$ cat config.mk
export PLATFORM = sky130hd
export DESIGN_NAME = alu_muldiv_flat
export DESIGN_NICKNAME = d
export VERILOG_FILES = /design/src/rtl/alu_muldiv_if.sv /design/src/rtl/alu_muldiv.sv /design/src/flat_wrapper.sv
export SDC_FILE = /design/constraint.sdc
export NUM_CORES = 2
export LEC_CHECK = 0
export ABC_AREA = 1
export CAP_MARGIN = 30
export CORE_AREA = 2 2 457 459
export DETAILED_ROUTE_END_ITERATION = 16
export DIE_AREA = 0 0 459 461
export PLACE_DENSITY = 0.45
export SETUP_SLACK_MARGIN = 0.4
export SLEW_MARGIN = 20
export SYNTH_ARGS = -nofsm -noshare
export SYNTH_HDL_FRONTEND = slang
export SYNTH_SLANG_ARGS = --single-unit
export TNS_END_PERCENT = 10
$ cat constraint.sdc
create_clock -name clk -period 13.9 [get_ports clk]
set_clock_uncertainty 0.15 [all_clocks]
set_input_delay 1.39 -clock clk [delete_from_list [all_inputs] [get_ports clk]]
set_output_delay 1.39 -clock clk [all_outputs]
set_load 0.02 [all_outputs]
$ cat src/rtl/alu_muldiv_if.sv
// Request/response bundle between the core EXECUTE stage and the multiply/divide unit.
interface alu_muldiv_if #(parameter int XLEN = 32);
    logic            in_valid;
    logic            in_ready;
    logic [2:0]      op;
    logic [XLEN-1:0] rs1_val;
    logic [XLEN-1:0] rs2_val;
    logic            flush;
    logic            out_valid;
    logic            out_ready;
    logic [XLEN-1:0] result;
    logic            busy;

    modport master (output in_valid, op, rs1_val, rs2_val, flush, out_ready,
                    input  in_ready, out_valid, result, busy);
    modport slave  (input  in_valid, op, rs1_val, rs2_val, flush, out_ready,
                    output in_ready, out_valid, result, busy);
endinterface

$ cat src/rtl/alu_muldiv.sv
// Multi-cycle RV32M/RV64M multiply/divide unit: shift-add multiply (or single-cycle),
// restoring radix-2 divide on magnitudes, RISC-V divide special cases, flush.
module alu_muldiv #(
    parameter int XLEN     = 32,
    parameter bit FAST_MUL = 1
) (
    input  logic        clk,
    input  logic        rst,
    alu_muldiv_if.slave bus
);
    localparam int CW = $clog2(XLEN) + 1;
    localparam int W2 = 2 * XLEN;

    typedef enum logic [1:0] {IDLE, MUL, DIV, DONE} state_t;
    state_t state, state_nxt;

    logic [CW-1:0]   cnt;
    logic [2:0]      op_r;
    logic            neg_p, neg_r;
    logic [XLEN-1:0] b_reg, res_q, res_nxt;
    logic [W2-1:0]   acc, mcand, acc_nxt;

    logic            accept, sgn_a, sgn_b, a_neg, b_neg, div_zero, div_ovf, last;
    logic [XLEN-1:0] mag_a, mag_b, spec_res, q_fin, r_fin;
    logic [W2-1:0]   fast_p, fast_sp, fin_p;
    logic [XLEN:0]   trial;

    assign accept = bus.in_valid && bus.in_ready;

    // Accept-time decode: signedness, magnitudes and the no-iteration divide cases
    always_comb begin
        sgn_a    = (bus.op == 3'd1) || (bus.op == 3'd2) || (bus.op == 3'd4) || (bus.op == 3'd6);
        sgn_b    = (bus.op == 3'd1) || (bus.op == 3'd4) || (bus.op == 3'd6);
        a_neg    = sgn_a && bus.rs1_val[XLEN-1];
        b_neg    = sgn_b && bus.rs2_val[XLEN-1];
        mag_a    = a_neg ? -bus.rs1_val : bus.rs1_val;
        mag_b    = b_neg ? -bus.rs2_val : bus.rs2_val;
        div_zero = (bus.rs2_val == '0);
        div_ovf  = ((bus.op == 3'd4) || (bus.op == 3'd6)) &&
                   (bus.rs1_val == {1'b1, {(XLEN-1){1'b0}}}) && (bus.rs2_val == '1);
        if (div_zero) spec_res = bus.op[1] ? bus.rs1_val : '1;
        else          spec_res = bus.op[1] ? '0 : bus.rs1_val;
        fast_p   = {{XLEN{1'b0}}, mag_a} * {{XLEN{1'b0}}, mag_b};
        fast_sp  = (a_neg ^ b_neg) ? -fast_p : fast_p;
    end

    // One iteration step; acc holds the product, or {remainder, dividend/quotient}
    always_comb begin
        trial = acc[W2-1:XLEN-1] - {1'b0, b_reg};
        if (state == MUL)  acc_nxt = b_reg[0] ? acc + mcand : acc;
        else if (trial[XLEN]) acc_nxt = {acc[W2-2:0], 1'b0};
        else               acc_nxt = {trial[XLEN-1:0], acc[XLEN-2:0], 1'b1};
        last  = (cnt == CW'(XLEN-1));
        fin_p = neg_p ? -acc_nxt : acc_nxt;
        q_fin = neg_p ? -acc_nxt[XLEN-1:0] : acc_nxt[XLEN-1:0];
        r_fin = neg_r ? -acc_nxt[W2-1:XLEN] : acc_nxt[W2-1:XLEN];
    end

    always_comb begin
        case (state)
            IDLE:    res_nxt = bus.op[2] ? spec_res :
                               ((bus.op == 3'd0) ? fast_sp[XLEN-1:0] : fast_sp[W2-1:XLEN]);
            MUL:     res_nxt = (op_r == 3'd0) ? fin_p[XLEN-1:0] : fin_p[W2-1:XLEN];
            DIV:     res_nxt = op_r[1] ? r_fin : q_fin;
            default: res_nxt = res_q;
        endcase
    end

    always_ff @(posedge clk) begin
        if (rst) state <= IDLE;
        else     state <= state_nxt;
    end

    always_comb begin
        state_nxt = state;
        if (bus.flush) state_nxt = IDLE;
        else begin
            case (state)
                IDLE: if (accept) begin
                    if (bus.op[2]) state_nxt = (div_zero || div_ovf) ? DONE : DIV;
                    else           state_nxt = FAST_MUL ? DONE : MUL;
                end
                MUL, DIV: if (last) state_nxt = DONE;
                DONE: if (bus.out_ready) state_nxt = IDLE;
                default: state_nxt = IDLE;
            endcase
        end
    end

    always_comb begin
        bus.in_ready  = (state == IDLE) && !rst;
        bus.out_valid = (state == DONE);
        bus.busy      = (state == MUL) || (state == DIV);
        bus.result    = res_q;
    end

    always_ff @(posedge clk) begin
        if (rst) begin
            cnt   <= '0;
            res_q <= '0;
            op_r  <= '0;
            neg_p <= 1'b0;
            neg_r <= 1'b0;
            b_reg <= '0;
            acc   <= '0;
            mcand <= '0;
        end else begin
            if (accept) begin
                cnt   <= '0;
                op_r  <= bus.op;
                neg_p <= a_neg ^ b_neg;
                neg_r <= a_neg;
                b_reg <= mag_b;
                mcand <= {{XLEN{1'b0}}, mag_a};
                acc   <= bus.op[2] ? {{XLEN{1'b0}}, mag_a} : '0;
            end else if ((state == MUL) || (state == DIV)) begin
                cnt   <= cnt + CW'(1);
                acc   <= acc_nxt;
                mcand <= mcand << 1;
                if (state == MUL) b_reg <= b_reg >> 1;
            end
            // state_nxt already folds in flush, so an aborted op never lands here
            if ((state != DONE) && (state_nxt == DONE)) res_q <= res_nxt;
        end
    end
endmodule
$ cat src/flat_wrapper.sv
// flat-port wrapper written by rule: the top's interface ports become plain ports
module alu_muldiv_flat 
#(
    parameter int XLEN     = 32,
    parameter bit FAST_MUL = 1
)
  (clk, rst, bus_in_valid, bus_op, bus_rs1_val, bus_rs2_val, bus_flush, bus_out_ready, bus_in_ready, bus_out_valid, bus_result, bus_busy);
  alu_muldiv_if #(.XLEN(XLEN)) bus_i ();
  input  logic clk;
  input  logic rst;
  input wire logic [$bits(bus_i.in_valid)-1:0] bus_in_valid;
  input wire logic [$bits(bus_i.op)-1:0] bus_op;
  input wire logic [$bits(bus_i.rs1_val)-1:0] bus_rs1_val;
  input wire logic [$bits(bus_i.rs2_val)-1:0] bus_rs2_val;
  input wire logic [$bits(bus_i.flush)-1:0] bus_flush;
  input wire logic [$bits(bus_i.out_ready)-1:0] bus_out_ready;
  output wire logic [$bits(bus_i.in_ready)-1:0] bus_in_ready;
  output wire logic [$bits(bus_i.out_valid)-1:0] bus_out_valid;
  output wire logic [$bits(bus_i.result)-1:0] bus_result;
  output wire logic [$bits(bus_i.busy)-1:0] bus_busy;
  assign bus_i.in_valid = bus_in_valid;
  assign bus_i.op = bus_op;
  assign bus_i.rs1_val = bus_rs1_val;
  assign bus_i.rs2_val = bus_rs2_val;
  assign bus_i.flush = bus_flush;
  assign bus_i.out_ready = bus_out_ready;
  assign bus_in_ready = bus_i.in_ready;
  assign bus_out_valid = bus_i.out_valid;
  assign bus_result = bus_i.result;
  assign bus_busy = bus_i.busy;
  alu_muldiv #(.XLEN(XLEN), .FAST_MUL(FAST_MUL)) u_core (.clk(clk), .rst(rst), .bus(bus_i));
endmodule
After elaboration in Yosys (flattened, before gate mapping):

Index checks and enable logic that the tools add are counted.

* register bits: 205
* bits in latches: 0
* RAM bits: 0
* bits in read-only memories: 0
* logic and storage cells: 92
* memories kept: 0

* add/sub/neg operators: 9
* $mul: 1
* divide/modulo/power cells: 0
* $lt $le $gt $ge: 0
* equality and inequality tests: 12
* shifts and indexed selects: 0
* mux-type cells: 32
* bitwise gates (word level): 1
* reduce and logical (&&, ||, !) cells: 27

Operator list (number)
* 32-bit two-way mux: 17
* 64-bit two-way mux: 7
* 32-bit negation: 4
* 64-bit negation: 2
* 32-bit case mux with 3 select lines: 1
* 64-bit adder: 1
* 32-bit equality test (second input constant): 2
* 32-bit by 32-bit multiplier with 64-bit output: 1
* 33-bit by 32-bit subtractor with 33-bit output: 1
* 32-bit logical NOT: 1
* 2-bit two-way mux: 5
* 1-bit logical OR: 8
* 1-bit logical AND: 7
* 6-bit by 1-bit adder with 6-bit output (second input constant): 1
* 2-bit equality test (second input constant): 3
* 3-bit equality test (second input constant): 2
* 6-bit by 5-bit equality test with 1-bit output (second input constant): 1
* 3-bit logical NOT: 2
* 2-bit case mux with 3 select lines: 1
* 2-bit AND reduction: 2
* 2-bit nonzero test: 2
* 2-bit OR reduction: 2
* 3-bit by 1-bit equality test with 1-bit output (second input constant): 1
* 3-bit by 2-bit equality test with 1-bit output (second input constant): 1
* other kinds (7): 7

Depth between registers and ports, before layout:

* depth after elaboration: 13
* gate-level depth with buffers: 62
* depth with buffers taken out: 61

Least setup slack after synthesis:

Ideal clock, no wire load.

* path kind: input -> register
* start: input bus_rs1_val[0]
* end: register u_core.res_q[17] (netlist: u_core.bus.result[17])
* arrival: 10.076 ns
* setup slack: 3.554 ns
* stages: 48
* cells stage by stage: clkinv_1 > clkbuf_1 > ha_1 > nand2_1 > nor2_1 > inv_1 > nor2_1 > nand2_1 > inv_1 > nand2_1 > o21ai_0 > or2_2 > nand2_1 > inv_1 > clkbuf_1 > nor2_1 > fa_1 > inv_1 > (+12 left out) > nor2_1 > nand2_1 > nor2_1 > nand2_1 > nand3_2 > xor2_1 > nand2_1 > nor3_1 > nand3b_1 > nand3b_1 > o21ai_2 > nand2_1 > a21oi_1 > o21ai_1 > nand2_1 > nand2_1 > nand2_1 > a21oi_1

* cells in the longest elaborated chain, start to end: 12
* elaborated cells between the ends (all ways): 20
* classes of those cells: add/sub (2); mul (1); eq/ne (2); mux (10); reduce/logical (5)

Ends and longest elaborated chain
* start: declaration: line flat_wrapper.sv:13 `input wire logic [$bits(bus_i.rs1_val)-1:0] bus_rs1_val;`
* parallel branches: the longest is 12 deep, another holds 32-bit by 32-bit multiplier with 64-bit output
* end signal: assignment: line alu_muldiv.sv:123 `if ((state != DONE) && (state_nxt == DONE)) res_q <= res_nxt;`
* end: declaration: line alu_muldiv.sv:20 `logic [XLEN-1:0] b_reg, res_q, res_nxt;`

Parallel ways; which one is timed is not known.
A chain may end at the register's enable or synchronous reset.

Final worst setup path:

* start: input bus_op[2]
* end: register u_core.res_q[9] (netlist: u_core.bus.result[9])

* cells in the longest elaborated chain, start to end: 13
* elaborated cells between the ends (all ways): 33
* classes of those cells: add/sub (1); mul (1); eq/ne (5); mux (11); bitwise (1); reduce/logical (14)

Ends and longest elaborated chain
* start: declaration: line flat_wrapper.sv:12 `input wire logic [$bits(bus_i.op)-1:0] bus_op;`
* parallel branches: the longest is 13 deep, another holds 32-bit by 32-bit multiplier with 64-bit output

Parallel ways; which one is timed is not known.

==> results.txt <==
Worst EP arrival: 13.27 ns
Clock H-tree levels: 1
CTS tree: done
Reg-to-Reg End: u_core.bus.result[30]
Dpl hpwl: 259 mm
GRT overflow: 0
Die width: 459 um
Placeable Area: 206000 um^2
Final net count: 11100
Number of max-cap violations: 0
Post-DRT Antenna Nets: 0
FF-to-FF path depth: 34
Worst-margin pin slew: 1.10 ns
Rel. slew slack: 26.5%
Status: complete, no violations
Mapped Nets: 11100
EDFF count, synth: 0
Leading cell type in the layout, fill and taps excluded: nand2_1
Setup Viol. Count Final: 0
Worst EP required: 14.26 ns
Skew-Pair Late Insertion Delay: 0.65 ns
Synth Register Bits: 205
Hold-fix buffers at CTS: 0
Worst reg2reg setup slack: 7.53 ns
Clock sink count: 205
Commonest cells after routing, fill and taps aside: 2931 x nand2_1, 2044 x inv_1, 1040 x nor2_1, 898 x fa_1, 501 x nand3_1
Detailed Routing Iterations Pass 1: 6
Slew Limit Fails: 0
CTS Buf Count: 31
Hold Fails Final Rpt: 0
Number of DRC markers in iteration 0: 5758
FMAX: 77.4 MHz
DRC viols: 0
Synth warnings: 0
Mapped Area: 61600 um^2
RR Startpoint: u_core.b_reg[0]
Avg Cell Area, Syn: 6.33 um^2
Post-DR vias/cell: 5.05
Number of buffers added for setup after CTS: 0
RSZ-0062 raised after global routing: false
Crit Path Class: in2reg
Critical Path Source: bus_op[2]
Hold Path Cell Cnt: 2
Total Die Area: 212000 um^2
Number of global-route vias before repair: 63800
Crit path launch type: input pin
Final period util: 92.9%
Post-CTS resize count: 0
Worst-case clock buffer depth: 3
GRT Resource Usage Total: 29.0%
First-pass GRT wire length: 448 mm
DR WL/cell: 24.7 um
Worst min-delay path category: reg2reg
Share of post-route cells with drive strength above 1: 5.18%
Antenna violations before repair: 13
Area growth syn-to-layout: 10.0%
Ys flop type: dfxtp_1
Port buffer count: 106
Regs by FF count: u_core.acc x64, u_core.mcand x64
CP Capture Type: flop
Crit path time final: 12.92 ns
Initial core utilization: 29.9%
Row count: 167
Final WL: 309 mm
Pin count of the biggest net entering global routing: 73
Crit path max-delay family: adder cells
RePlAce Congestion: 0.977
Slowest stage delay, CP: 0.70 ns
Synth cell types: 59
Mapped Cells: 9729
Final setup TNS: 0 ns
WHS Endpoint: u_core.cnt[5]
CP max-delay cell: clkdlybuf4s50_1
Buf/Inv on CP: 14
DR vias: 63000
Clock transition at path regs: 0.06 ns
Clk root buf: clkbuf_16
Seq/Total Area, Yosys: 6.66%
Filler Cells Inserted: 23100
Top-level I/O count: 107
HP Start: u_core.cnt[5]
Die H: 461 um
CP Max Fanout: 12
Fraction of registers with async set/reset: 0%
-- worst max-delay path by stage --
stage | to | slack (ns) | depth (start not counted)
final | u_core.bus.result[9] | 0.98 | 47
after global routing | u_core.bus.result[31] | 0.54 | 49
after CTS | u_core.bus.result[9] | 1.12 | 41
after floorplan | u_core.bus.result[17] | 3.55 | 48
after detailed placement | u_core.bus.result[9] | 0.44 | 41
after global placement | u_core.bus.result[9] | 0.1 | 40
-- cells in the mapped netlist, drive strengths merged (79+ instances only) --
| cell | instances | area share (%) |
|---|---|---|
| nand4 | 91 | 0.92 |
| o21ai | 306 | 2.6 |
| buf | 79 | 0.68 |
| nor2 | 1078 | 6.8 |
| nand3 | 518 | 4.4 |
| inv | 2064 | 13 |
| a21oi | 427 | 3.5 |
| fa | 898 | 29 |
| ha | 371 | 7.5 |
| clkbuf | 264 | 1.6 |
| dfxtp | 205 | 6.7 |
| nand2 | 2993 | 19 |
| xor2 | 84 | 1.2 |
-- cell families after synthesis --
group                    share of synthesized area, %
AO/OA/AOI/OAI                                    7.69
buffers and inverters                            15.0
XOR/XNOR                                         1.59
adder cells (fa/ha/maj)                          36.7
flip-flops                                       6.66
AND/OR/NAND/NOR                                  32.4
-- area by class of cell --
type | count | area [um^2] | share of cell area (%)
antenna | 1 | 2.50 | 0.00369
clock buffer | 37 | 818 | 1.21
clock inverter | 21 | 333 | 0.491
inverter | 2087 | 7840 | 11.6
multi-input combinational | 7094 | 48600 | 71.6
sequential | 205 | 4110 | 6.05
tap | 2704 | 3380 | 4.99
timing repair buffer | 326 | 2760 | 4.07
-- per-layer routing --
layer,global-route usage (%),up-vias,routed length (um)
li1,-,29200,-
met1,36.4,31200,127000
met2,50.0,2118,148000
met3,2.49,481,15900
met4,14.2,10,18200
met5,0,-,66
-- through the flow --
| stage | setup slack [ns] | utilization [%] | hold slack, ns | area [um^2] | instances |
|---|---|---|---|---|---|
| 6_report | 0.983 | 32.9 | 0.314 | 67800 | 12500 |
| 5_1_grt | 0.545 | 32.9 | 0.337 | 67800 | 12500 |
| 4_1_cts | 1.12 | 32.8 | 0.315 | 67800 | 12500 |
| 3_5_place_dp | 0.439 | 32.3 | 0.305 | 66600 | 12400 |
| 3_3_place_gp | 0.0989 | 32.3 | 0.302 | 66600 | 12400 |
| 2_1_floorplan | 3.55 | - | 0.270 | 61600 | 9729 |
-- worst reg2reg max path: cells and delay by family, from the launching register on --
kind / cells / cell delay [ns]
buffers and inverters: 2 / 0.15
and+or+nand+nor: 27 / 4.02
DFF: 1 / 0.61
AOI/OAI and AO/OA: 2 / 0.37
adders and majority gates: 3 / 0.97
Power is not shown: default switching activity piles up to over one toggle a cycle in this logic, so the estimate is an artifact.
